$ cat src/rtl/inp_port_if.sv
// inp_port_if: switch/button input port bundle.
//   inp     raw switch levels (asynchronous to clock)
//   btn     raw enter button, active-high, bouncy
//   rd      one-cycle read strobe from the processor IN instruction
//   inval   holding register contents
//   valid   holding register contains an unread word
//   overrun sticky: a press overwrote an unread word
//   live    debounced current switch value
// master: board/processor side, slave: inp_port.
interface inp_port_if #(
  parameter int WIDTH = 16
);
  logic [WIDTH-1:0] inp;
  logic             btn;
  logic             rd;
  logic [WIDTH-1:0] inval;
  logic             valid;
  logic             overrun;
  logic [WIDTH-1:0] live;

  modport master (
    output inp, btn, rd,
    input  inval, valid, overrun, live
  );

  modport slave (
    input  inp, btn, rd,
    output inval, valid, overrun, live
  );
endinterface

$ cat src/rtl/inp_port.sv
// inp_port: processor IN path from board switches and an enter button.
// Synchronizes and debounces the switch bus and the button, latches the
// debounced switch word on each button press into a one-entry holding
// register and hands it over with a valid/rd handshake.
// Ports:
//   clock    system clock, all logic on posedge
//   n_reset  asynchronous active-low reset
//   bus      inp_port_if.slave (inp, btn, rd in; inval, valid, overrun, live out)
//
// Holding FSM:
//   state    | meaning
//   ---------+---------------------------------------------
//   ST_EMPTY | no unread word, valid=0
//   ST_FULL  | inval holds an unread word, valid=1
module inp_port #(
  parameter int WIDTH    = 16,
  parameter int DEBOUNCE = 50000,
  parameter int CNT_W    = 16
) (
  input logic        clock,
  input logic        n_reset,
  inp_port_if.slave  bus
);

  localparam logic [0:0]       ST_EMPTY = 1'b0;
  localparam logic [0:0]       ST_FULL  = 1'b1;
  localparam logic [CNT_W-1:0] CNT_MAX  = CNT_W'(DEBOUNCE - 1);
  localparam logic [CNT_W-1:0] CNT_ONE  = CNT_W'(1);

  // two-flop synchronizers
  logic [WIDTH-1:0] inp_m_q, s_inp_q;
  logic             btn_m_q, s_btn_q;

  // switch debounce
  logic [CNT_W-1:0] sw_cnt_q, sw_cnt_d;
  logic [WIDTH-1:0] live_q, live_d;

  // button debounce and edge detect
  logic [CNT_W-1:0] btn_cnt_q, btn_cnt_d;
  logic             btn_db_q, btn_db_d;
  logic             btn_prev_q;
  logic             btn_edge;

  // holding register
  logic [0:0]       state_q, state_d;
  logic [WIDTH-1:0] inval_q, inval_d;
  logic             ovr_q, ovr_d;

  // A new level is accepted only after DEBOUNCE consecutive cycles of
  // disagreement with the current level; any return to it restarts.
  always_comb begin
    sw_cnt_d = sw_cnt_q;
    live_d   = live_q;
    if (s_inp_q == live_q) begin
      sw_cnt_d = '0;
    end else if (sw_cnt_q == CNT_MAX) begin
      live_d   = s_inp_q;
      sw_cnt_d = '0;
    end else begin
      sw_cnt_d = sw_cnt_q + CNT_ONE;
    end
  end

  always_comb begin
    btn_cnt_d = btn_cnt_q;
    btn_db_d  = btn_db_q;
    if (s_btn_q == btn_db_q) begin
      btn_cnt_d = '0;
    end else if (btn_cnt_q == CNT_MAX) begin
      btn_db_d  = s_btn_q;
      btn_cnt_d = '0;
    end else begin
      btn_cnt_d = btn_cnt_q + CNT_ONE;
    end
  end

  // High for exactly the one cycle after btn_db rises.
  assign btn_edge = btn_db_q & ~btn_prev_q;

  always_comb begin
    state_d = state_q;
    inval_d = inval_q;
    ovr_d   = ovr_q;
    case (state_q)
      ST_EMPTY: begin
        if (btn_edge) begin
          inval_d = live_q;
          state_d = ST_FULL;
        end
      end
      ST_FULL: begin
        if (btn_edge) begin
          // A same-cycle read consumed the old word, so no overrun then.
          inval_d = live_q;
          ovr_d   = ~bus.rd;
        end else if (bus.rd) begin
          state_d = ST_EMPTY;
          ovr_d   = 1'b0;
        end
      end
      default: begin
        state_d = ST_EMPTY;
      end
    endcase
  end

  always_ff @(posedge clock or negedge n_reset) begin
    if (!n_reset) begin
      inp_m_q    <= '0;
      s_inp_q    <= '0;
      btn_m_q    <= 1'b0;
      s_btn_q    <= 1'b0;
      sw_cnt_q   <= '0;
      live_q     <= '0;
      btn_cnt_q  <= '0;
      btn_db_q   <= 1'b0;
      btn_prev_q <= 1'b0;
      state_q    <= ST_EMPTY;
      inval_q    <= '0;
      ovr_q      <= 1'b0;
    end else begin
      inp_m_q    <= bus.inp;
      s_inp_q    <= inp_m_q;
      btn_m_q    <= bus.btn;
      s_btn_q    <= btn_m_q;
      sw_cnt_q   <= sw_cnt_d;
      live_q     <= live_d;
      btn_cnt_q  <= btn_cnt_d;
      btn_db_q   <= btn_db_d;
      btn_prev_q <= btn_db_q;
      state_q    <= state_d;
      inval_q    <= inval_d;
      ovr_q      <= ovr_d;
    end
  end

  assign bus.inval   = inval_q;
  assign bus.valid   = (state_q == ST_FULL);
  assign bus.overrun = ovr_q;
  assign bus.live    = live_q;

endmodule

$ cat src/flat_wrapper.sv
// flat-port wrapper written by rule: the top's interface ports become plain ports
module inp_port_flat 
#(
  parameter int WIDTH    = 16,
  parameter int DEBOUNCE = 50000,
  parameter int CNT_W    = 16
)
  (clock, n_reset, bus_inp, bus_btn, bus_rd, bus_inval, bus_valid, bus_overrun, bus_live);
  inp_port_if #(.WIDTH(WIDTH)) bus_i ();
  input logic clock;
  input logic n_reset;
  input wire logic [$bits(bus_i.inp)-1:0] bus_inp;
  input wire logic [$bits(bus_i.btn)-1:0] bus_btn;
  input wire logic [$bits(bus_i.rd)-1:0] bus_rd;
  output wire logic [$bits(bus_i.inval)-1:0] bus_inval;
  output wire logic [$bits(bus_i.valid)-1:0] bus_valid;
  output wire logic [$bits(bus_i.overrun)-1:0] bus_overrun;
  output wire logic [$bits(bus_i.live)-1:0] bus_live;
  assign bus_i.inp = bus_inp;
  assign bus_i.btn = bus_btn;
  assign bus_i.rd = bus_rd;
  assign bus_inval = bus_i.inval;
  assign bus_valid = bus_i.valid;
  assign bus_overrun = bus_i.overrun;
  assign bus_live = bus_i.live;
  inp_port #(.WIDTH(WIDTH), .DEBOUNCE(DEBOUNCE), .CNT_W(CNT_W)) u_core (.clock(clock), .n_reset(n_reset), .bus(bus_i));
endmodule
$ cat config.mk
export PLATFORM = sky130hd
export DESIGN_NAME = inp_port_flat
export DESIGN_NICKNAME = d
export VERILOG_FILES = /design/src/rtl/inp_port_if.sv /design/src/rtl/inp_port.sv /design/src/flat_wrapper.sv
export SDC_FILE = /design/constraint.sdc
export NUM_CORES = 1
export LEC_CHECK = 0
export BUFFER_PORTS_ARGS = -buffer_cell sky130_fd_sc_hd__buf_2
export CORE_ASPECT_RATIO = 2
export CORE_MARGIN = 3
export CORE_UTILIZATION = 45
export CTS_BUF_LIST = sky130_fd_sc_hd__clkbuf_8 sky130_fd_sc_hd__clkbuf_16
export CTS_CLUSTER_DIAMETER = 200
export DETAILED_ROUTE_END_ITERATION = 10
export PLACE_DENSITY_LB_ADDON = 0.15
export SYNTH_ARGS = -nofsm -noshare
export SYNTH_HDL_FRONTEND = slang
export SYNTH_SLANG_ARGS = --single-unit
export TNS_END_PERCENT = 100
$ cat constraint.sdc
create_clock -name clock -period 1.9 [get_ports clock]
set_clock_uncertainty 0.15 [all_clocks]
set_input_delay 0.285 -clock clock [delete_from_list [all_inputs] [get_ports clock]]
set_output_delay 0.285 -clock clock [all_outputs]
set_load 0.02 [all_outputs]
# ---- Yosys cells after proc, flatten, opt, wreduce, memory -nomap -nowiden
# Index checks and enable logic that the tools add are counted.
dict set report totals {
  in_bits 20
  latchBits 0
  output_inout_bits 34
  n_memories 0
  mem_bits_ro 0
  register_bits 102
  ramBits 0
  elab_cells 39
}
dict set report classes {
  n_reduce_logical 4
  mux 11
  order_cmp 0
  n_eq_ne 4
  shifts 0
  div_mod_pow 0
  addsub 2
  multipliers 0
  bitwise_logic 6
}
# operator count
set op_table {}
lappend op_table {{16-bit 2-to-1 mux} 5}
lappend op_table {{16-bit by 1-bit adder with 16-bit output (second input constant)} 2}
lappend op_table {{16-bit == test (second input constant)} 2}
lappend op_table {{16-bit == test} 1}
lappend op_table {{2-bit AND reduction} 3}
lappend op_table {{1-bit 2-to-1 mux} 5}
lappend op_table {{1-bit inverter} 5}
lappend op_table {{1-bit case mux with 2 select lines} 1}
lappend op_table {{2-bit nonzero test} 1}
lappend op_table {{1-bit bitwise AND} 1}
lappend op_table {{1-bit == test} 1}

# ---- Logic depth before layout (Yosys ltp)
dict set report depth {
  depth_word 4
  depth_mapped 7
  depth_no_buf 6
}

# ---- Worst setup path before layout
# Ideal clock, no wire load.
dict set report synth_timing {
  path_kind {reg-to-reg}
  startpoint {register u_core.sw_cnt_q[0]}
  endpoint {register u_core.live_q[10], in the netlist u_core.bus.live[10]}
  stages_incl_launch_ff 8
  synth_period_minus_slack_ns 2.008
  setup_ns 0.125
  arrival_ns 1.733
  required_ns 1.625
  setup_slack_ns -0.108
  path_cell_list {dfrtp_1 -> ha_1 -> nand3_4 -> nor4_4 -> nand3_2 -> nor2_4 -> buf_6 -> mux2_4}
}
dict set report synth_via {
  elab_chain_cells 2
}
# element line
set synth_lines {}
lappend synth_lines {{from (decl)} inp_port.sv:35} ;# logic [CNT_W-1:0] sw_cnt_q, sw_cnt_d;
lappend synth_lines {{from (signal assigned)} inp_port.sv:126} ;# sw_cnt_q <= sw_cnt_d;
lappend synth_lines {{16-bit == test} inp_port.sv:56} ;# end else if (sw_cnt_q == CNT_MAX) begin
lappend synth_lines {{2-bit AND reduction (no line)} n/a}
lappend synth_lines {{to (signal assigned)} inp_port.sv:127} ;# live_q <= live_d;
lappend synth_lines {{to (decl)} inp_port.sv:36} ;# logic [WIDTH-1:0] live_q, live_d;
# No other way between the ends.
# A chain may end at the register's enable or synchronous reset.

# ---- Worst setup path after layout
dict set report layout_timing {
  startpoint {register u_core.s_inp_q[13]}
  endpoint {register u_core.live_q[7], in the netlist u_core.bus.live[7]}
}
dict set report layout_via {
  elab_chain_cells 3
}
# element line
set layout_lines {}
lappend layout_lines {{from (decl)} inp_port.sv:31} ;# logic [WIDTH-1:0] inp_m_q, s_inp_q;
lappend layout_lines {{from (signal assigned)} inp_port.sv:123} ;# s_inp_q <= inp_m_q;
lappend layout_lines {{16-bit == test} inp_port.sv:54} ;# if (s_inp_q == live_q) begin
lappend layout_lines {{1-bit inverter (no line)} n/a}
lappend layout_lines {{2-bit AND reduction (no line)} n/a}
# No other way between the ends.

==> run_results.csv <==
group,metric,value,unit
floorplan,die-area,0.00997,mm^2
routing,via_per_inst,4.88,
place,io_buffers,53,
synthesis,syn_nets,308,
synthesis,synth_area,0.00394,mm^2
timing,final_hold_viol_count,0,
synthesis,ys_ff_latch,102,
synthesis,postSynthCellCount,286,
routing,wl_per_cell,14.3,um
synthesis,synthSimpleGateAreaFrac,12.6,%
timing,final.period_utilization,102,%
synthesis,synth_compound_area_share,0.572,%
timing,tightest_slew,498,ps
synthesis,synth_adder_area_share,0.636,%
global_route,grt_use_total,16.0,%
timing,worst_slack,-33.4,ps
timing,setup_viol,30,
setup_path,critPathRequiredTime,1970,ps
layout,final_cells,518,
min_path,min_path_type,"input pin to async pin",
routing,drt_wl_total,7430,um
synthesis,synth_largest_area_cell,"dfrtp_1",
job,drv_cap,0,
synthesis,synth_top_family_by_area,"simple AND/OR/NAND/NOR gates",
power,p_switching,998,uW
routing,drt_iter0_drc,78,
synthesis,yosys.area_share.xor_xnor,10.0,%
global_route,antenna_found_initial,0,
global_route,grt_max_degree,36,
synthesis,yosysMostFrequentCell,"dfrtp_1",
global_route,grt_pass1_vias,2677,
setup_path,cp-end-kind,"flop",
synthesis,ys_top_cells_by_area,"dfrtp_1 (65%), mux2_2 (6.6%), xnor2_1 (6.5%), mux2_4 (3.8%), xor2_1 (3.6%)",
floorplan,dieHeight,138,um
power,share_comb_of_total_power,7.5,%
place,gp_congestion,0.810,
layout,syn_to_final_growth,37.2,%
clock_network,clockBufferDepth,2,
synthesis,synth_edf_count,0,
power,clkPwrFrac,41.3,%
clock_network,cts_max_level,3,
layout,final_util,64.2,%
setup_path,crit_chain,"xnor2_2, nand4_1, nor4_4, nor2_4, buf_12, mux2_4",
power,power.share.switching,22.1,%
floorplan,die_w,72.1,um
power,power.leakage,0.00260,uW
synthesis,synth_common_cells,"dfrtp_1 (102), nor2_1 (37), xnor2_1 (29)",
synthesis,yosys_warnings,0,
floorplan,start_util,46.8,%
setup_path,cp_data_arrival_time,2010,ps
power,max-vdd-ir-drop,0.520,mV
place,hpwlAfterDp,5170,um
timing,slew_headroom,66.5,%
timing,max_freq,0.517,GHz
status,violations,"setup timing",
floorplan,core.rowCount,47,
synthesis,synth_top_area_share,64.8,%
floorplan,ios,54,
routing,drc,0,
setup_path,critical_path.slowest_cell,"dfrtp_1",
setup_path,cpPeakStageDelay,400,ps
layout,antenna_cells,0,
clock_network,clock_latency,340,ps
timing,rsz0062_at_grt,"true",
clock_network,cts_buffers,9,
timing,slew_violations,0,
routing,vias,2528,
power,p_seq_share,51.2,%
place,place_ws,-297,ps
routing,drtPass1Iterations,4,
setup_path,cp-start-kind,"flop",
synthesis,synth_flop_cell,"dfrtp_1",
clock_network,cts.sinks,102,
clock_network,clk_pin_slew,70,ps
timing,period_needed,1930,ps
setup_path,cp_max_fo,10,
synthesis,avgSynthCellArea,13.8,um^2
clock_network,cts-root-buf,"clkbuf_16",
global_route,gr-total-overflow,0,
setup_path,worstSetupPathType,"flop to flop",
clock_network,cts_tree,"done",
layout,layout-drive-gt1-share,44.5,%
synthesis,synth.area.mux_share,10.4,%
global_route,grt_pass1_wl,12400,um
status,status,"complete, but fails checks",
power,p_int,3510,uW
setup_path,crit_buf_inv,1,
power,p_per_area,835,mW/mm^2
setup_path,crit_family,"simple AND/OR/NAND/NOR gates",
synthesis,synthArstFlopShare,100,%
synthesis,yosysUniqueCellTypes,27,
synthesis,seq_area_frac_synth,64.8,%
layout,final_nets,437,
place,dp.cells,479,
floorplan,core_area,0.00841,mm^2
routing,ant_nets,0,
final cells by class:
| class | count | area [um^2] |
|---|---|---|
| clock buffers | 11 | 253 |
| flip-flops and latches | 102 | 2560 |
| multi-input cells | 176 | 1500 |
| repair buffers | 123 | 900 |
| inverters | 3 | 11.3 |
| well taps | 98 | 123 |
| fillers | 637 | 3010 |
| clock inverters | 5 | 56.3 |
per-stage QoR:
stage | hold WS (ps) | cell area (um^2) | setup TNS [ps] | total power (uW)
2_1_floorplan | -161 | 3960 | -460 | 2450
3_3_place_gp | 23.9 | 4700 | -3140 | 2610
3_5_place_dp | 22.0 | 4700 | -4060 | 2620
4_1_cts | 195 | 5250 | -701 | 4520
5_1_grt | 206 | 5400 | -3560 | 4690
6_report | 199 | 5400 | -556 | 4510
flip-flops by register name, indices dropped and copies added (netlist names), 16 cells and up:
| register | flops |
|---|---|
| u_core.bus.inval | 16 |
| u_core.s_inp_q | 16 |
| u_core.sw_cnt_q | 16 |
| u_core.inp_m_q | 16 |
| u_core.bus.live | 16 |
| u_core.btn_cnt_q | 16 |
path summary, 6_finish.rpt:
kind	startpoint	end	slack (ps)	cells past startpoint
worst min register to register	u_core.inp_m_q[3]	u_core.s_inp_q[3]	200	0
worst max-delay path	u_core.s_inp_q[13]	u_core.bus.live[7]	-30	6
min in group clock	u_core.inp_m_q[3]	u_core.s_inp_q[3]	200	0
worst min-delay path	n_reset	u_core.s_inp_q[3]	200	2
worst max register to register	u_core.s_inp_q[13]	u_core.bus.live[7]	-30	6
max in group asynchronous	n_reset	u_core.btn_cnt_q[13]	860	3
per-layer routing:
layer / routed length (um) / vias to the layer above / GRT usage [%]
met5: 0 / - / 0
met4: 153 / 0 / 7.14
met3: 241 / 12 / 3.78
met2: 4180 / 46 / 27.6
met1: 2850 / 1250 / 18.2
li1: - / 1220 / -
placed cells by master (no fill, tap or decap), types with 10 or more instances in the layout:
master,count
clkbuf_16,10
nand2_1,12
nor2_4,12
nand3_1,12
nor2_1,23
buf_4,47
buf_2,52
xor2_1,15
mux2_4,10
mux2_2,23
dlygate4sd3_1,19
dfrtp_1,94
xnor2_1,27
timing repair:
item / 4_1_cts / 5_1_grt
gates resized for setup: 3 / 30
gates cloned: 0 / 1
hold endpoints to repair: 107 / 0
setup buffers: 3 / 0
hold buffers: 19 / 0
endpoints found under the setup margin: 16 / 32
pin swaps: 4 / 14
kinds of logic after synthesis:
| logic type | count (synthesis) |
|---|---|
| compound gates | 3 |
| buf+inv | 8 |
| fa+ha+maj | 2 |
| mux | 33 |
| simple gates | 93 |
| xor+xnor | 45 |
| flops | 102 |
power groups by stage:
stage               clock network [uW]  registers, uW  logic, uW
finish                            1860           2310        337
global route                      2000           2320        367
CTS                               1900           2310        300
detailed placement                   0           2350        267
global placement                     0           2350        262
floorplan                            0           2360       91.8
worst register-to-register path, delay by kind of cell (launching register included):
| kind | cells | cell delay (ps) |
|---|---|---|
| and+or+nand+nor | 3 | 650 |
| DFF | 1 | 400 |
| muxes | 1 | 290 |
| xor gates and xnor gates | 1 | 160 |
| buffers and inverters | 1 | 150 |
Note: power is estimated with default switching activity, not from simulation.
